### config.mk
export PLATFORM = sky130hd
export DESIGN_NAME = seg_scan_mux
export DESIGN_NICKNAME = d
export VERILOG_FILES = /design/src/rtl/seg_pkg.sv /design/src/rtl/seg_lz_mask.sv /design/src/rtl/seg_scan_mux.sv
export SDC_FILE = /design/constraint.sdc
export NUM_CORES = 1
export LEC_CHECK = 0
export BUFFER_PORTS_ARGS = -buffer_cell sky130_fd_sc_hd__buf_2
export CAP_MARGIN = 40
export CORE_MARGIN = 2
export CORE_UTILIZATION = 35
export DETAILED_ROUTE_END_ITERATION = 16
export PLACE_DENSITY = 0.59
export SYNTH_ARGS = -nofsm -noshare
export SYNTH_HDL_FRONTEND = slang
export SYNTH_HIERARCHICAL = 1
export SYNTH_SLANG_ARGS = --single-unit
### constraint.sdc
create_clock -name CLK100MHZ -period 4.14 [get_ports CLK100MHZ]
set_clock_uncertainty 0.15 [all_clocks]
set_input_delay 0.621 -clock CLK100MHZ [delete_from_list [all_inputs] [get_ports CLK100MHZ]]
set_output_delay 0.621 -clock CLK100MHZ [all_outputs]
set_load 0.02 [all_outputs]
### src/rtl/seg_pkg.sv
// Shared types and hex font for the seven-segment scan driver.
// Segment vectors are {g,f,e,d,c,b,a} and active-low.
package seg_pkg;

  typedef logic [6:0] seg_t;

  localparam seg_t SEG_BLANK = 7'h7F;

  function automatic seg_t hex2seg(input logic [3:0] nib);
    seg_t s;
    case (nib)
      4'h0:    s = 7'b1000000;
      4'h1:    s = 7'b1111001;
      4'h2:    s = 7'b0100100;
      4'h3:    s = 7'b0110000;
      4'h4:    s = 7'b0011001;
      4'h5:    s = 7'b0010010;
      4'h6:    s = 7'b0000010;
      4'h7:    s = 7'b1111000;
      4'h8:    s = 7'b0000000;
      4'h9:    s = 7'b0010000;
      4'hA:    s = 7'b0001000;
      4'hB:    s = 7'b0000011;
      4'hC:    s = 7'b1000110;
      4'hD:    s = 7'b0100001;
      4'hE:    s = 7'b0000110;
      4'hF:    s = 7'b0001110;
      default: s = SEG_BLANK;
    endcase
    return s;
  endfunction

endpackage

### src/rtl/seg_lz_mask.sv
// Leading-zero blank mask: digit i blanks when every nibble at or above it is zero.
// Digit 0 never blanks, so an all-zero word still shows one "0".
module seg_lz_mask
  import seg_pkg::*;
#(
  parameter int N_DIGITS = 8
) (
  input  logic [4*N_DIGITS-1:0] snap,
  input  logic                  lz_blank,
  output logic [N_DIGITS-1:0]   blank
);

  logic zero_run_s;

  // Walk down from the most significant nibble while the run of zeros lasts.
  always_comb begin
    zero_run_s = 1'b1;
    blank      = '0;
    for (int i = N_DIGITS - 1; i >= 1; i--) begin
      zero_run_s = zero_run_s & (snap[4*i +: 4] == 4'h0);
      blank[i]   = lz_blank & zero_run_s;
    end
  end

endmodule

### src/rtl/seg_scan_mux.sv
// Multi-channel seven-segment scan driver: per-frame snapshot of the selected channel,
// time-multiplexed active-low anodes with guard interval, PWM brightness and freeze.
module seg_scan_mux
  import seg_pkg::*;
#(
  parameter int N_DIGITS = 8,
  parameter int N_CH     = 4,
  parameter int DIV_LOG2 = 18,
  parameter int BRIGHT_W = 3,
  parameter int GUARD    = 4
) (
  input  logic                       CLK100MHZ,
  input  logic                       reset_n,
  input  logic [N_CH*4*N_DIGITS-1:0] ch_data,
  input  logic [$clog2(N_CH)-1:0]    ch_sel,
  input  logic                       freeze,
  input  logic                       lz_blank,
  input  logic [N_DIGITS-1:0]        dp,
  input  logic [BRIGHT_W-1:0]        bright,
  output logic [6:0]                 seg,
  output logic                       dp_n,
  output logic [N_DIGITS-1:0]        an,
  output logic                       frame_tick
);

  localparam int DIG_W  = (N_DIGITS > 1) ? $clog2(N_DIGITS) : 1;
  localparam int WORD_W = 4 * N_DIGITS;
  localparam int SEL_W  = $clog2(N_CH);

  logic [DIV_LOG2-1:0] pcnt_r;
  logic [DIG_W-1:0]    dig_r;
  logic [WORD_W-1:0]   snap_r;
  logic [N_DIGITS-1:0] dp_snap_r;
  logic [WORD_W-1:0]   sel_word_s;
  logic [N_DIGITS-1:0] blank_s;
  logic                slot_end_s;
  logic                frame_start_s;
  logic                on_s;
  logic                show_s;
  logic [3:0]          nib_s;

  // Channel select; out-of-range indices fall back to channel 0.
  always_comb begin
    sel_word_s = ch_data[WORD_W-1:0];
    for (int k = 1; k < N_CH; k++) begin
      sel_word_s = (ch_sel == SEL_W'(k)) ? ch_data[k*WORD_W +: WORD_W] : sel_word_s;
    end
  end

  // Slot/frame boundaries, PWM window and the nibble of the digit being scanned.
  always_comb begin
    slot_end_s    = (pcnt_r == {DIV_LOG2{1'b1}});
    frame_start_s = slot_end_s && (dig_r == DIG_W'(N_DIGITS - 1));
    on_s          = (pcnt_r >= DIV_LOG2'(GUARD)) &&
                    (pcnt_r[DIV_LOG2-1 -: BRIGHT_W] <= bright);
    nib_s         = snap_r[{dig_r, 2'b00} +: 4];
    show_s        = on_s && !blank_s[dig_r];
  end

  seg_lz_mask #(
    .N_DIGITS (N_DIGITS)
  ) u_lz_mask (
    .snap     (snap_r),
    .lz_blank (lz_blank),
    .blank    (blank_s)
  );

  // Slot prescaler and digit counter.
  always_ff @(posedge CLK100MHZ or negedge reset_n) begin
    if (!reset_n) begin
      pcnt_r <= '0;
      dig_r  <= '0;
    end else begin
      pcnt_r <= pcnt_r + DIV_LOG2'(1);
      if (slot_end_s) begin
        if (dig_r == DIG_W'(N_DIGITS - 1)) begin
          dig_r <= '0;
        end else begin
          dig_r <= dig_r + DIG_W'(1);
        end
      end
    end
  end

  // Frame snapshot: the display only changes at frame boundaries so it never tears.
  always_ff @(posedge CLK100MHZ or negedge reset_n) begin
    if (!reset_n) begin
      snap_r     <= '0;
      dp_snap_r  <= '0;
      frame_tick <= 1'b0;
    end else if (frame_start_s && !freeze) begin
      snap_r     <= sel_word_s;
      dp_snap_r  <= dp;
      frame_tick <= 1'b1;
    end else begin
      frame_tick <= 1'b0;
    end
  end

  // Registered display drive; blanked digits keep scanning their anode.
  always_ff @(posedge CLK100MHZ or negedge reset_n) begin
    if (!reset_n) begin
      an   <= '1;
      seg  <= SEG_BLANK;
      dp_n <= 1'b1;
    end else begin
      an   <= on_s ? ~(N_DIGITS'(1) << dig_r) : '1;
      seg  <= show_s ? hex2seg(nib_s) : SEG_BLANK;
      dp_n <= show_s ? ~dp_snap_r[dig_r] : 1'b1;
    end
  end

endmodule

==> run summary <==
The slowest stage of the critical path belongs to the cell sky130_fd_sc_hd__dfrtp_1. Post-CTS timing repair inserted 0 buffers for setup. Counting I/O delays and the setup requirement, the final critical path takes 2.89 ns.

The relative slew slack came out at 0.410. The portion of total power attributed to sequential cells was 0.433; the initial antenna violation count was 0. The data arrival time at the worst-slack endpoint is 2.97 ns, and the required time of the worst setup path is 4.22 ns. Synthesis handed over a netlist of 332 instances. The utilization after layout is 0.453.

TritonCTS built the clock tree. The proportion of register bits with asynchronous set or reset after synthesis is 1.00. During placement, the flow inserted port buffers numbering 161.

The I/O pin count is 162. The count of state elements after synthesis is 78. The number of remaining DRC errors was 0. The H-tree was split into 3 levels. For the final number of hold-violating endpoints, the log shows 0.

The class of the most critical hold timing path is primary input to asynchronous set/reset pin. After synthesis, the largest family of logic cells by area is multiplexers. The mux cell area share after synthesis was 0.331. Synthesis produced a netlist with a net count of 494.

In this run the register-to-register setup slack is 1.25 ns. Hold repair after CTS inserted 0 buffers. For the number of max-slew violations in the final report, the log shows 0.

Measured in cells, the most critical reg-to-reg path has a length of 5. STA classifies the critical path endpoint as a register. Setup repair after global routing left no endpoint under its margin. Ranked by total cell area, the synthesized netlist is headed by sky130_fd_sc_hd__dfrtp_1 33%, sky130_fd_sc_hd__mux4_2 19%, sky130_fd_sc_hd__mux2_2 9.6%. After detailed routing, the average wire length per cell comes to 15.7 um.

The fraction of the mapped netlist area in compound gates works out to 0.0273. In the layout the commonest cells are 160 x sky130_fd_sc_hd__buf_2, 62 x sky130_fd_sc_hd__dfrtp_1, 40 x sky130_fd_sc_hd__mux2_2. The residual antenna-violating net count after detailed routing was 0; the fraction of post-synthesis cell area in the top cell type by area was 0.329. For the part of the power in combinational logic, the log shows 0.105. The startpoint-to-endpoint class of the critical path is register to register. The worst-case IR drop observed on VDD is 0.173 mV.

Internal power comes to 1.41 mW. In this run the worst path has a maximum fanout of 16. The layout cell share with drive strength beyond 1 came out at 0.582. The global router's overall resource usage was 0.156; the number of global-route vias before repair was 3549. The average instance in the mapped netlist occupies 14.2 um2. Setup slack closes at 1.25 ns.

The setup TNS came out at 0 ns. The largest total area in the synthesized netlist belongs to sky130_fd_sc_hd__dfrtp_1. The initial core utilization came out at 0.357. Max-capacitance violation count: 0. The number of buffers on the longest clock path came out at 2. The library cell used most frequently in the layout, excluding fill and tap cells, is sky130_fd_sc_hd__buf_2. From synthesis to final layout, the design area changed by 26.6%. The summed area of non-filler cells in the final layout was 0.00597 mm2; the number of enable flip-flop cells after synthesis was 0. The transition time of the tightest slew-check pin came out at 0.861 ns.

The tools report the switching power total as 0.372 mW. Area of the mapped netlist: 0.00471 mm2. The worst register-to-register path ends at seg[0].

In this run the core area contains 42 standard-cell rows. Gates resized during post-CTS repair numbered 0. The tree is rooted in a sky130_fd_sc_hd__clkbuf_16. The net switching fraction of the power was 0.209; the routed wire length was 10500 um. At the end of routability-driven placement, the weighted congestion stood at 0.786. The post-synthesis adder-cell area fraction came out at 0.0451. Summing all placed instances gives a cell area of 0.00565 mm2. Share of the yosys chip area belonging to registers: 0.418. The setup slack after placement is 1.18 ns. Entering global routing, the biggest net connects 55 pins. The power per cell area was 298 mW/mm2; the floorplan die area was 0.0144 mm2. The run gives 6 as the number of warning messages in the yosys log.

The first global-routing pass estimated 17400 um of wire. The routed via count is 3341. The ratio of final minimum period to clock period came out at 0.698.

For this block, the initial DRC count from the detailed router was 119. The critical path goes through mux4_2 -> mux2i_1 -> nand2_1 -> a21oi_1 -> o21ai_1. The tools report the number of setup violations in the final report as 0.

The final antenna diode count is 0, and the clock latency of the later-clocked register in the worst-skew pair is 0.33 ns. The wire-length estimate of the detail-placed layout is 8500 um. The core region area is 0.0132 mm2, and the post-detailed-route via-to-cell ratio is 4.99. The tree built by TritonCTS fans out to 78 sinks. Layout net count: 650.

The flip-flop cell with the highest count after synthesis is sky130_fd_sc_hd__dfrtp_1. The width of the die was 120 um; the count of distinct cell types in the synthesized netlist was 53. The detailed-router iteration count before antenna repair is 4, and the static leakage power is 2.83 nW. The tools report the clock share of power as 0.462.

The number of fill cells is 1227. Clock-pin slew was measured on the worst setup and hold paths at 0.06 ns. Summed over all layers, the global routing overflow is 0. From bottom edge to top edge, the die measures 120 um.

The highest attainable clock frequency was 346 MHz; the stage delay of the slowest cell on the critical path was 0.86 ns. Clock tree synthesis inserted a total of 9 buffers. The start of the worst register-to-register path is dig_r[0]. The flow ran to the end, and the final reports show no timing, DRC or antenna violations. The basic-gate share of the synthesized area counting and, or, nand and nor cells is 0.102. STA classifies the critical path startpoint as a register.

The post-synthesis xor/xnor area fraction works out to 0.0297.
[cell families after synthesis]
kind of cell,after synthesis
muxes,92
DFF,78
and+or+nand+nor,77
buffers and inverters,35
adders and majority gates,17
AOI/OAI and AO/OA,16
xor gates and xnor gates,16
other,1
[layer usage]
metal,up-vias,track usage,share of wire,wire (um)
li1,1572,-,-,-
met2,124,0.267,0.52,5410
met3,9,0.0442,0.064,674
met1,1636,0.194,0.41,4300
met4,0,0.0397,0.010,110
met5,-,0,0,0
[Yosys cell counts, types with 6 or more instances]
master and instances:
sky130_fd_sc_hd__nor2_1 11, sky130_fd_sc_hd__nor4_1 7, sky130_fd_sc_hd__nand2_1 19, sky130_fd_sc_hd__dfstp_2 16, sky130_fd_sc_hd__ha_1 17, sky130_fd_sc_hd__inv_1 15
sky130_fd_sc_hd__dfrtp_1 62, sky130_fd_sc_hd__mux2_2 40, sky130_fd_sc_hd__mux4_2 39, sky130_fd_sc_hd__xnor2_1 12, sky130_fd_sc_hd__buf_6 6, sky130_fd_sc_hd__nand3_1 11
[critical path: cells and delay by family, from the launching register on]
kind	cells	cell delay (ns)
AOI/OAI and AO/OA	2	0.28
and+or+nand+nor	1	0.20
DFF	1	0.86
muxes	2	1.30
[area by class of cell]
cell class | instances | area, um2 | area share
timing repair buffer | 164 | 876 | 0.147
sequential | 78 | 1970 | 0.330
tap | 176 | 220 | 0.0369
inverter | 16 | 60.1 | 0.0101
clock inverter | 6 | 86.3 | 0.0145
clock buffer | 10 | 229 | 0.0384
multi-input combinational | 219 | 2530 | 0.423
[worst max path at each step]
stage               startpoint          to  slack (ns)
global placement      lz_blank      seg[5]        1.25
finish                dig_r[0]      seg[0]        1.25
floorplan             lz_blank      seg[1]        1.60
CTS                   dig_r[0]  snap_r[15]        1.24
detailed placement    lz_blank      seg[5]        1.18
global route          dig_r[0]      seg[0]        0.99
[power groups by stage]
stage	combinational [mW]	sequential (mW)	clock, mW
2_1_floorplan	0.0802	0.791	0
3_3_place_gp	0.181	0.784	0
3_5_place_dp	0.191	0.785	0
4_1_cts	0.191	0.771	0.843
5_1_grt	0.205	0.771	0.884
6_report	0.186	0.771	0.823
[state kept, by name (all words and copies together) (netlist names)]
name and count:
snap_r 32, pcnt_r 18, an 8, frame_tick 1, seg 7, dp_snap_r 8
dp_n 1, dig_r 3
[through the flow]
stage / power, mW / std cells / hold WS [ns]
4_1_cts: 1.81 / 669 / 0.0426
6_report: 1.78 / 669 / 0.0381
5_1_grt: 1.86 / 669 / 0.0409
3_3_place_gp: 0.966 / 651 / 0.313
3_5_place_dp: 0.976 / 653 / 0.330
2_1_floorplan: 0.871 / 332 / 0.175
Power figures use the tool's default switching activity.
